**config.mk**
```make
export PLATFORM = sky130hd
export DESIGN_NAME = cam_pipelined_ternary_flat
export DESIGN_NICKNAME = d
export VERILOG_FILES = /design/src/rtl/cam_pipelined_ternary_if.sv /design/src/rtl/cam_pipelined_ternary.sv /design/src/flat_wrapper.sv
export SDC_FILE = /design/constraint.sdc
export NUM_CORES = 2
export LEC_CHECK = 0
export CORE_MARGIN = 4
export CORE_UTILIZATION = 30
export DETAILED_ROUTE_END_ITERATION = 8
export SYNTH_ARGS = -nofsm -noshare
export SYNTH_HDL_FRONTEND = slang
export SYNTH_SLANG_ARGS = --single-unit
export TNS_END_PERCENT = 20
```
**constraint.sdc**
```tcl
create_clock -name CLK -period 7.95 [get_ports CLK]
set_input_delay 1.1925 -clock CLK [delete_from_list [all_inputs] [get_ports CLK]]
set_output_delay 1.1925 -clock CLK [all_outputs]
set_load 0.05 [all_outputs]
```
**src/rtl/cam_pipelined_ternary_if.sv**
```systemverilog
// Write and lookup port bundle for the pipelined ternary CAM.
// The master drives requests, and the slave (the CAM) returns BUSY and lookup results.
interface cam_pipelined_ternary_if #(
  parameter int AW = 5,
  parameter int DW = 32
);
  logic          WE;
  logic [AW-1:0] WR_ADDR;
  logic [DW-1:0] DIN;
  logic [DW-1:0] DIN_MASK;
  logic          WR_VALID;
  logic          BUSY;
  logic          CMP_REQ;
  logic [DW-1:0] CMP_DIN;
  logic          MATCH_VLD;
  logic          MATCH;
  logic          MULTI_MATCH;
  logic [AW-1:0] MATCH_ADDR;

  // Handshake: WE is taken only in a cycle where BUSY=0, and it is dropped silently otherwise.
  // CMP_REQ has no back-pressure. Each accepted request yields one MATCH_VLD pulse two cycles later.
  modport master (
    output WE, WR_ADDR, DIN, DIN_MASK, WR_VALID, CMP_REQ, CMP_DIN,
    input  BUSY, MATCH_VLD, MATCH, MULTI_MATCH, MATCH_ADDR
  );

  modport slave (
    input  WE, WR_ADDR, DIN, DIN_MASK, WR_VALID, CMP_REQ, CMP_DIN,
    output BUSY, MATCH_VLD, MATCH, MULTI_MATCH, MATCH_ADDR
  );
endinterface

```
**src/rtl/cam_pipelined_ternary.sv**
```systemverilog
// Parametrised ternary CAM. It has multi-cycle entry writes and a 2-stage lookup
// (hit vector, then priority encode) that can run in parallel with writes.
module cam_pipelined_ternary #(
  parameter int C_TCAM_ADDR_WIDTH = 5,
  parameter int C_TCAM_DATA_WIDTH = 32,
  parameter int C_TERNARY         = 1,
  parameter int C_WR_CYCLES       = 16
) (
  input  logic                     CLK,
  input  logic                     RESET,
  cam_pipelined_ternary_if.slave   s_cam,
  output logic                     o_dbg_state
);

  localparam int AW    = C_TCAM_ADDR_WIDTH;
  localparam int DW    = C_TCAM_DATA_WIDTH;
  localparam int DEPTH = 1 << AW;
  localparam int CW    = (C_WR_CYCLES > 1) ? $clog2(C_WR_CYCLES) : 1;

  typedef enum logic {
    S_IDLE  = 1'b0,
    S_WRITE = 1'b1
  } state_t;

  state_t        r_state;
  state_t        w_state_nxt;
  logic [CW-1:0] r_cnt;
  logic          w_cnt_zero;
  logic          w_busy;
  logic          w_accept;
  logic          w_commit;

  logic [AW-1:0] r_wr_addr;
  logic [DW-1:0] r_wr_data;
  logic [DW-1:0] r_wr_mask;
  logic          r_wr_valid;

  logic [DW-1:0]    r_data [DEPTH];
  logic [DW-1:0]    r_mask [DEPTH];
  logic [DEPTH-1:0] r_valid;

  logic [DEPTH-1:0] w_hit;
  logic             r_s1_vld;
  logic [DEPTH-1:0] r_s1_hit;

  logic             w_any;
  logic             w_multi;
  logic [AW-1:0]    w_enc_addr;
  logic             r_match_vld;
  logic             r_match;
  logic             r_multi;
  logic [AW-1:0]    r_match_addr;

  logic             w_we;
  logic             w_cmp_req;
  logic [DW-1:0]    w_cmp_din;

  assign w_we      = s_cam.WE;
  assign w_cmp_req = s_cam.CMP_REQ;
  assign w_cmp_din = s_cam.CMP_DIN;

  // ---------------- write FSM: state register ----------------
  always_ff @(posedge CLK or posedge RESET) begin
    if (RESET) r_state <= S_IDLE;
    else       r_state <= w_state_nxt;
  end

  assign w_cnt_zero = (r_cnt == '0);

  // ---------------- write FSM: next state ----------------
  always_comb begin
    w_state_nxt = r_state;
    case (r_state)
      S_IDLE:  if (w_we)       w_state_nxt = S_WRITE;
      S_WRITE: if (w_cnt_zero) w_state_nxt = S_IDLE;
      default:                 w_state_nxt = S_IDLE;
    endcase
  end

  // ---------------- write FSM: outputs ----------------
  always_comb begin
    w_busy   = 1'b0;
    w_accept = 1'b0;
    w_commit = 1'b0;
    case (r_state)
      S_IDLE:  w_accept = w_we;
      S_WRITE: begin
        w_busy   = 1'b1;
        w_commit = w_cnt_zero;
      end
      default: ;
    endcase
  end

  // The counter is loaded with N-1, so BUSY covers exactly N cycles and commit lands on the last one.
  always_ff @(posedge CLK or posedge RESET) begin
    if (RESET) begin
      r_cnt      <= '0;
      r_wr_addr  <= '0;
      r_wr_data  <= '0;
      r_wr_mask  <= '0;
      r_wr_valid <= 1'b0;
    end else if (w_accept) begin
      r_cnt      <= CW'(C_WR_CYCLES - 1);
      r_wr_addr  <= s_cam.WR_ADDR;
      r_wr_data  <= s_cam.DIN;
      r_wr_mask  <= s_cam.DIN_MASK;
      r_wr_valid <= s_cam.WR_VALID;
    end else if (w_busy && !w_cnt_zero) begin
      r_cnt <= r_cnt - 1'b1;
    end
  end

  // Data and mask storage has no reset. An invalidate leaves it untouched.
  always_ff @(posedge CLK) begin
    if (w_commit && r_wr_valid) begin
      r_data[r_wr_addr] <= r_wr_data;
      r_mask[r_wr_addr] <= r_wr_mask;
    end
  end

  always_ff @(posedge CLK or posedge RESET) begin
    if (RESET)         r_valid <= '0;
    else if (w_commit) r_valid[r_wr_addr] <= r_wr_valid;
  end

  // ---------------- match array ----------------
  for (genvar g = 0; g < DEPTH; g++) begin : g_hit
    logic [DW-1:0] w_care;
    if (C_TERNARY != 0) begin : g_tern
      assign w_care = ~r_mask[g];
    end else begin : g_bin
      assign w_care = '1;
    end
    assign w_hit[g] = r_valid[g] && (((r_data[g] ^ w_cmp_din) & w_care) == '0);
  end

  // Stage 1 samples the pre-edge storage, so a lookup sampled at the commit edge sees the old entry.
  always_ff @(posedge CLK or posedge RESET) begin
    if (RESET) begin
      r_s1_vld <= 1'b0;
      r_s1_hit <= '0;
    end else begin
      r_s1_vld <= w_cmp_req;
      if (w_cmp_req) r_s1_hit <= w_hit;
    end
  end

  // ---------------- stage 2: priority encode ----------------
  always_comb begin
    w_enc_addr = '0;
    w_any      = |r_s1_hit;
    w_multi    = |(r_s1_hit & (r_s1_hit - DEPTH'(1)));
    for (int i = DEPTH - 1; i >= 0; i--) begin
      if (r_s1_hit[i]) w_enc_addr = AW'(i);
    end
  end

  always_ff @(posedge CLK or posedge RESET) begin
    if (RESET) begin
      r_match_vld  <= 1'b0;
      r_match      <= 1'b0;
      r_multi      <= 1'b0;
      r_match_addr <= '0;
    end else begin
      r_match_vld <= r_s1_vld;
      if (r_s1_vld) begin
        r_match      <= w_any;
        r_multi      <= w_multi;
        r_match_addr <= w_enc_addr;
      end
    end
  end

  assign s_cam.BUSY        = w_busy;
  assign s_cam.MATCH_VLD   = r_match_vld;
  assign s_cam.MATCH       = r_match;
  assign s_cam.MULTI_MATCH = r_multi;
  assign s_cam.MATCH_ADDR  = r_match_addr;
  assign o_dbg_state       = r_state;

endmodule

```
**src/flat_wrapper.sv**
```systemverilog
// flat-port wrapper written by rule: the top's interface ports become plain ports
module cam_pipelined_ternary_flat 
#(
  parameter int C_TCAM_ADDR_WIDTH = 5,
  parameter int C_TCAM_DATA_WIDTH = 32,
  parameter int C_TERNARY         = 1,
  parameter int C_WR_CYCLES       = 16
)
  (CLK, RESET, o_dbg_state, s_cam_WE, s_cam_WR_ADDR, s_cam_DIN, s_cam_DIN_MASK, s_cam_WR_VALID, s_cam_CMP_REQ, s_cam_CMP_DIN, s_cam_BUSY, s_cam_MATCH_VLD, s_cam_MATCH, s_cam_MULTI_MATCH, s_cam_MATCH_ADDR);
  cam_pipelined_ternary_if s_cam_i ();
  input  logic CLK;
  input  logic RESET;
  output logic o_dbg_state;
  input wire logic [$bits(s_cam_i.WE)-1:0] s_cam_WE;
  input wire logic [$bits(s_cam_i.WR_ADDR)-1:0] s_cam_WR_ADDR;
  input wire logic [$bits(s_cam_i.DIN)-1:0] s_cam_DIN;
  input wire logic [$bits(s_cam_i.DIN_MASK)-1:0] s_cam_DIN_MASK;
  input wire logic [$bits(s_cam_i.WR_VALID)-1:0] s_cam_WR_VALID;
  input wire logic [$bits(s_cam_i.CMP_REQ)-1:0] s_cam_CMP_REQ;
  input wire logic [$bits(s_cam_i.CMP_DIN)-1:0] s_cam_CMP_DIN;
  output wire logic [$bits(s_cam_i.BUSY)-1:0] s_cam_BUSY;
  output wire logic [$bits(s_cam_i.MATCH_VLD)-1:0] s_cam_MATCH_VLD;
  output wire logic [$bits(s_cam_i.MATCH)-1:0] s_cam_MATCH;
  output wire logic [$bits(s_cam_i.MULTI_MATCH)-1:0] s_cam_MULTI_MATCH;
  output wire logic [$bits(s_cam_i.MATCH_ADDR)-1:0] s_cam_MATCH_ADDR;
  assign s_cam_i.WE = s_cam_WE;
  assign s_cam_i.WR_ADDR = s_cam_WR_ADDR;
  assign s_cam_i.DIN = s_cam_DIN;
  assign s_cam_i.DIN_MASK = s_cam_DIN_MASK;
  assign s_cam_i.WR_VALID = s_cam_WR_VALID;
  assign s_cam_i.CMP_REQ = s_cam_CMP_REQ;
  assign s_cam_i.CMP_DIN = s_cam_CMP_DIN;
  assign s_cam_BUSY = s_cam_i.BUSY;
  assign s_cam_MATCH_VLD = s_cam_i.MATCH_VLD;
  assign s_cam_MATCH = s_cam_i.MATCH;
  assign s_cam_MULTI_MATCH = s_cam_i.MULTI_MATCH;
  assign s_cam_MATCH_ADDR = s_cam_i.MATCH_ADDR;
  cam_pipelined_ternary #(.C_TCAM_ADDR_WIDTH(C_TCAM_ADDR_WIDTH), .C_TCAM_DATA_WIDTH(C_TCAM_DATA_WIDTH), .C_TERNARY(C_TERNARY), .C_WR_CYCLES(C_WR_CYCLES)) u_core (.CLK(CLK), .RESET(RESET), .s_cam(s_cam_i), .o_dbg_state(o_dbg_state));
endmodule
```
# Word-level counts from Yosys, hierarchy flattened

Memories as Yosys holds them, arrays and structs flattened.
Cells that the tools add are included.
Widths: inputs -> output; s select.

Register bits after elaboration: 148
Bits in writable memories: 2048
Input bits: 106
Output and inout port bits: 10
Word-level logic and storage cells: 234
Memories kept: 2

Memory list:

| memory        | words | bits a word | rd ports | clocked after memory_dff | wr ports | line                        | RTL |
|---|---|---|---|---|---|---|---|
| u_core.r_data | 32    | 32          | 32       | 0                        | 1        | cam_pipelined_ternary.sv:38 | `logic [DW-1:0] r_data [DEPTH];` |
| u_core.r_mask | 32    | 32          | 32       | 0                        | 1        | cam_pipelined_ternary.sv:39 | `logic [DW-1:0] r_mask [DEPTH];` |

$add $sub $neg: 2
Magnitude comparators: 2
Multiplexer cells: 45
Bitwise logic cells: 98
Reductions and logical operators: 72

Operators with widths:

| kind                  | number |
|---|---|
| $and 32x32->32        | 33 |
| $logic_not 32->1      | 32 |
| $not 32->32           | 32 |
| $xor 32x32->32        | 32 |
| $mux 5                | 32 |
| $reduce_or 32->1      | 2 |
| $logic_and 1x1->1     | 35 |
| $bwmux 32             | 1 |
| $sub 32x1->32 const B | 1 |
| $mux 1                | 8 |
| $mux 4                | 2 |
| $lt 5x6->1 const B    | 1 |
| $demux 1 s5           | 1 |
| $ge 5x1->1 const B    | 1 |
| $logic_not 4->1       | 1 |
| $sub 4x1->4 const B   | 1 |
| $pmux 1 s2            | 1 |
| $reduce_bool 2->1     | 1 |
| $logic_not 1->1       | 1 |
| $not 1->1             | 1 |

# Longest topological paths before layout

Depth after elaboration: 32
Mapped depth: 9
Mapped depth without buffers: 7

# Worst setup path after synthesis

Ideal clock, no wire load.

Kind: reg-to-reg
From: register u_core.r_state (netlist: u_core.o_dbg_state)
To: memory u_core.r_data[28][0], enable pin
Library setup time: 0.487 ns
Arrival time: 4.546 ns
Required time: 7.463 ns
Path slack: 2.917 ns
Cell stages (with the launch flop): 7
Path buffers: 1
Clock period less this slack: 5.033 ns
Cells stage by stage: dfrtp_1 and3_1 or3b_2 clkbuf_1 inv_1 nand2_1 nor2_1

Longest elaborated chain between the ends: 4

RTL lines:

| what                         | line                         | RTL |
|---|---|---|
| start: declaration           | cam_pipelined_ternary.sv:25  | `state_t r_state;` |
| start signal: assignment     | cam_pipelined_ternary.sv:65  | `else r_state <= w_state_nxt;` |
| $mux 1                       | cam_pipelined_ternary.sv:85  | `case (r_state)` |
| $logic_and 1x1->1            | cam_pipelined_ternary.sv:116 | `if (w_commit && r_wr_valid) begin` |
| $mux 1                       | cam_pipelined_ternary.sv:116 |  |
| $mux 1 (implied by the code) | cam_pipelined_ternary.sv:117 | `r_data[r_wr_addr] <= r_wr_data;` |
| end: declaration             | cam_pipelined_ternary.sv:38  |  |

No other way between the ends.

# Final worst setup path

From: register u_core.r_cnt[0]
To: memory u_core.r_mask[17][2], enable pin

Longest elaborated chain between the ends: 5

RTL lines:

| what                         | line                         | RTL |
|---|---|---|
| start: declaration           | cam_pipelined_ternary.sv:27  | `logic [CW-1:0] r_cnt;` |
| start signal: assignment     | cam_pipelined_ternary.sv:104 | `r_cnt <= CW'(C_WR_CYCLES - 1);` |
| start signal: assignment     | cam_pipelined_ternary.sv:110 | `r_cnt <= r_cnt - 1'b1;` |
| $logic_not 4->1              | cam_pipelined_ternary.sv:68  | `assign w_cnt_zero = (r_cnt == '0);` |
| $mux 1                       | cam_pipelined_ternary.sv:85  |  |
| $logic_and 1x1->1            | cam_pipelined_ternary.sv:116 |  |
| $mux 1                       | cam_pipelined_ternary.sv:116 |  |
| $mux 1 (implied by the code) | cam_pipelined_ternary.sv:118 | `r_mask[r_wr_addr] <= r_wr_mask;` |
| end: declaration             | cam_pipelined_ternary.sv:39  |  |

No other way between the ends.

==> run_results.csv <==
group,metric,value,unit
sta,fin_skew,58.2,ps
sta,slew_headroom,0.0835,
cells_and_area,drive_above_1_share,0.118,
routing,drc,0,
global_route,grt_pass1_vias,43300,
cts,cts_buffer_depth,3,
cts,hold_buffers,0,
sta,hold_violations,0,
critical_path,r2r-start,"u_core.r_cnt[0]",
cts,root_buffer,"clkbuf_16",
sta,period_needed,4470,ps
logic_synthesis,synth_seq_cells,2196,
routing,drt_first_pass_iters,8,
cts,cts_tree,"built",
routing,drt_iter0_drc,5904,
floorplan,placementRows,191,
global_route,grt_max_degree,87,
critical_path,cp.arrival,4940,ps
critical_path,cp_cell_sequence,"inv_1 -> ha_1 -> and3_1 -> nand2_1 -> nor2_1 -> nand2_1 -> nor2_4 -> buf_4",
floorplan,core-area,271000,um2
cts,clock-sinks,2196,
logic_synthesis,synth_edf_count,2048,
routing,wirelength,253000,um
floorplan,die_h,531,um
cts,insertion_delay,860,ps
cts,post_cts_resize_count,0,
worst_hold_path,hp-class,"reg2reg",
logic_synthesis,syn-cell-area,82000,um2
status,status,"finished, final reports clean",
logic_synthesis,synth_cell_types,57,
critical_path,r2r-end,"u_core.r_mask[17][2]",
cells_and_area,layout_common_cells,"2,048 x edfxtp_1, 1,025 x xnor2_1, 482 x o22ai_1, 250 x nand2_1, 214 x clkbuf_16",
routing,via_per_inst,5.12,
cells_and_area,final_common_cell,"edfxtp_1",
critical_path,cpMaxStageDelayCell,"nor2_4",
sta,fmax,0.224,GHz
logic_synthesis,synth_seq_area_share,0.795,
critical_path,path_class,"reg2reg",
critical_path,critPathMaxStageDelay,1020,ps
critical_path,r2r_cells,8,
cts,cts_made_buffers,213,
routing,vias,44700,
critical_path,worstPathRequired,8410,ps
critical_path,cp_common_cell,"nand2_1",
floorplan,initial_core_util,0.302,
critical_path,crit_end,"u_core.r_mask[17][2]",
logic_synthesis,syn_inst,4660,
pwr,power_leakage,29.4,nW
sta,tns,0,ps
placed_design,place_congestion,0.916,
floorplan,dieWidth,531,um
sta,setup_viol,0,
critical_path,cp_max_fo,38,
logic_synthesis,ys_warn_count,0,
floorplan,die_area,282000,um2
routing,wire_per_inst,28.9,um
job,cap_violations,0,
pwr,power_density,304,nW/um2
cts,htreeDepth,4,
placed_design,numPortBuffers,115,
cts,postCtsSetupRepairBufs,0,
cells_and_area,nets,5076,
cts,path_clk_slew,60,ps
placed_design,dp_hpwl,144000,um
logic_synthesis,async_flop_share,0.0674,
sta,slew_viol_final,0,
critical_path,rrSetupSlack,3480,ps
critical_path,end_kind,"flip-flop",
sta,post-route-period-util,0.563,
global_route,grtUsageTotal,0.176,
worst_hold_path,hold_path_depth,2,
logic_synthesis,synth_nets,4768,
routing,antenna_left,0,
global_route,antenna_found_initial,31,
pwr,vdd_drop_max,0.277,mV
logic_synthesis,syn_avg_cell_area,17.6,um2
logic_synthesis,synth_ff_type,"edfxtp_1",
sta,tightest_slew,1360,ps
global_route,overflow,0,
critical_path,crit_start,"u_core.r_cnt[0]",
floorplan,pin_count,116,
cells_and_area,area_growth,16.3,%
sta,rsz0062_at_grt,"false",
global_route,grt_pass1_wl,348000,um
pwr,finalPower,29.1,mW
critical_path,start_kind,"flip-flop",
## kinds of logic (layout without fill, tap and decap cells)
group	after synthesis	count (layout)	synth area share
flip-flops	2196	2196	0.795
XOR/XNOR	1025	1025	0.109
AO/OA/AOI/OAI	616	616	0.0473
AND/OR/NAND/NOR	589	589	0.0350
buffers and inverters	206	700	0.00970
multiplexers	21	21	0.00288
adder cells (fa/ha/maj)	7	7	0.000915
other	0	8	0
## per-stage QoR
stage / cell area (um2) / hold WS (ps) / util / cells / setup WS [ps]
final: 95400 / 476 / 0.352 / 8732 / 3480
after global routing: 95400 / 516 / 0.352 / 8725 / 3260
after CTS: 95400 / 482 / 0.352 / 8724 / 3530
after detailed placement: 88500 / 467 / 0.326 / 8323 / 3540
after global placement: 88400 / 461 / 0.326 / 8323 / 3230
after floorplan: 82000 / 456 / - / 4660 / 2780
## worst max-delay path, delay by kind of cell (launching register included)
family	cells	cell delay, ps
fa+ha+maj	1	160
flops	1	410
simple gates	5	2680
buf+inv	2	760
## layer usage
metal	up-vias	GRT usage	routed length [um]
li1	18400	-	-
met1	23600	0.243	103000
met5	-	0	8
met4	2	0.0586	8660
met2	2371	0.281	117000
met3	396	0.0292	23700
## state kept, by name, indices dropped and copies added, names as in the netlist
| signal | flops |
|---|---|
| u_core.s_cam.MATCH | 1 |
| u_core.r_wr_addr | 5 |
| u_core.r_mask | 1024 |
| u_core.r_wr_valid | 1 |
| u_core.o_dbg_state | 1 |
| u_core.r_s1_vld | 1 |
| u_core.r_s1_hit | 32 |
| u_core.r_wr_mask | 32 |
| u_core.s_cam.MATCH_VLD | 1 |
| u_core.r_valid | 32 |
| u_core.r_cnt | 4 |
| u_core.r_wr_data | 32 |
| u_core.r_data | 1024 |
| u_core.s_cam.MATCH_ADDR | 5 |
| u_core.s_cam.MULTI_MATCH | 1 |
## synthesized netlist by cell type, types with 3 or more instances
master / instances / area (um2)
a21oi_1: 9 / 45.0
mux2_2: 21 / 236
nand2_1: 250 / 938
xnor2_1: 1025 / 8980
a31oi_1: 3 / 18.8
nand3_1: 14 / 70.1
o211ai_1: 33 / 248
buf_2: 15 / 75.1
maj3_1: 5 / 50.1
edfxtp_1: 2048 / 61500
o22ai_1: 482 / 3020
nor4_1: 71 / 444
clkbuf_1: 75 / 282
buf_1: 75 / 282
o31ai_1: 4 / 30.0
nor3_1: 67 / 335
nor2_1: 91 / 342
dfrtp_1: 148 / 3700
nor4_4: 4 / 85.1
a2111oi_0: 3 / 26.3
nand4_1: 34 / 213
and3_1: 4 / 25.0
or4_1: 33 / 248
inv_1: 40 / 150
o21ai_0: 60 / 300
or3_1: 3 / 18.8
or3b_2: 3 / 26.3
## power by group
part / switching [mW] / total (mW) / internal [mW]
Sequential: 1.03 / 15.4 / 14.3
Combinational: 3.06 / 3.62 / 0.557
Clock: 4.38 / 10.1 / 5.69
## worst min path at each step
stage	startpoint	end	slack (ps)
6_report	u_core.r_wr_mask[12]	u_core.r_wr_mask[12]	480
5_1_grt	u_core.r_wr_data[1]	u_core.r_wr_data[1]	520
4_1_cts	u_core.r_wr_data[8]	u_core.r_wr_data[8]	480
3_5_place_dp	u_core.r_wr_data[8]	u_core.r_wr_data[8]	470
3_3_place_gp	u_core.r_wr_mask[9]	u_core.r_wr_mask[9]	460
2_1_floorplan	u_core.r_valid[1]	u_core.r_valid[1]	460
## layout make-up
class | instances | area, um2
fill | 25400 | 176000
sequential | 2196 | 65200
multi-input combinational | 2258 | 16500
clock buffer | 283 | 5710
tap | 3570 | 4470
timing repair buffer | 259 | 2090
clock inverter | 118 | 1260
inverter | 40 | 158
antenna | 8 | 20.0
(Power assumes the default switching activity.)
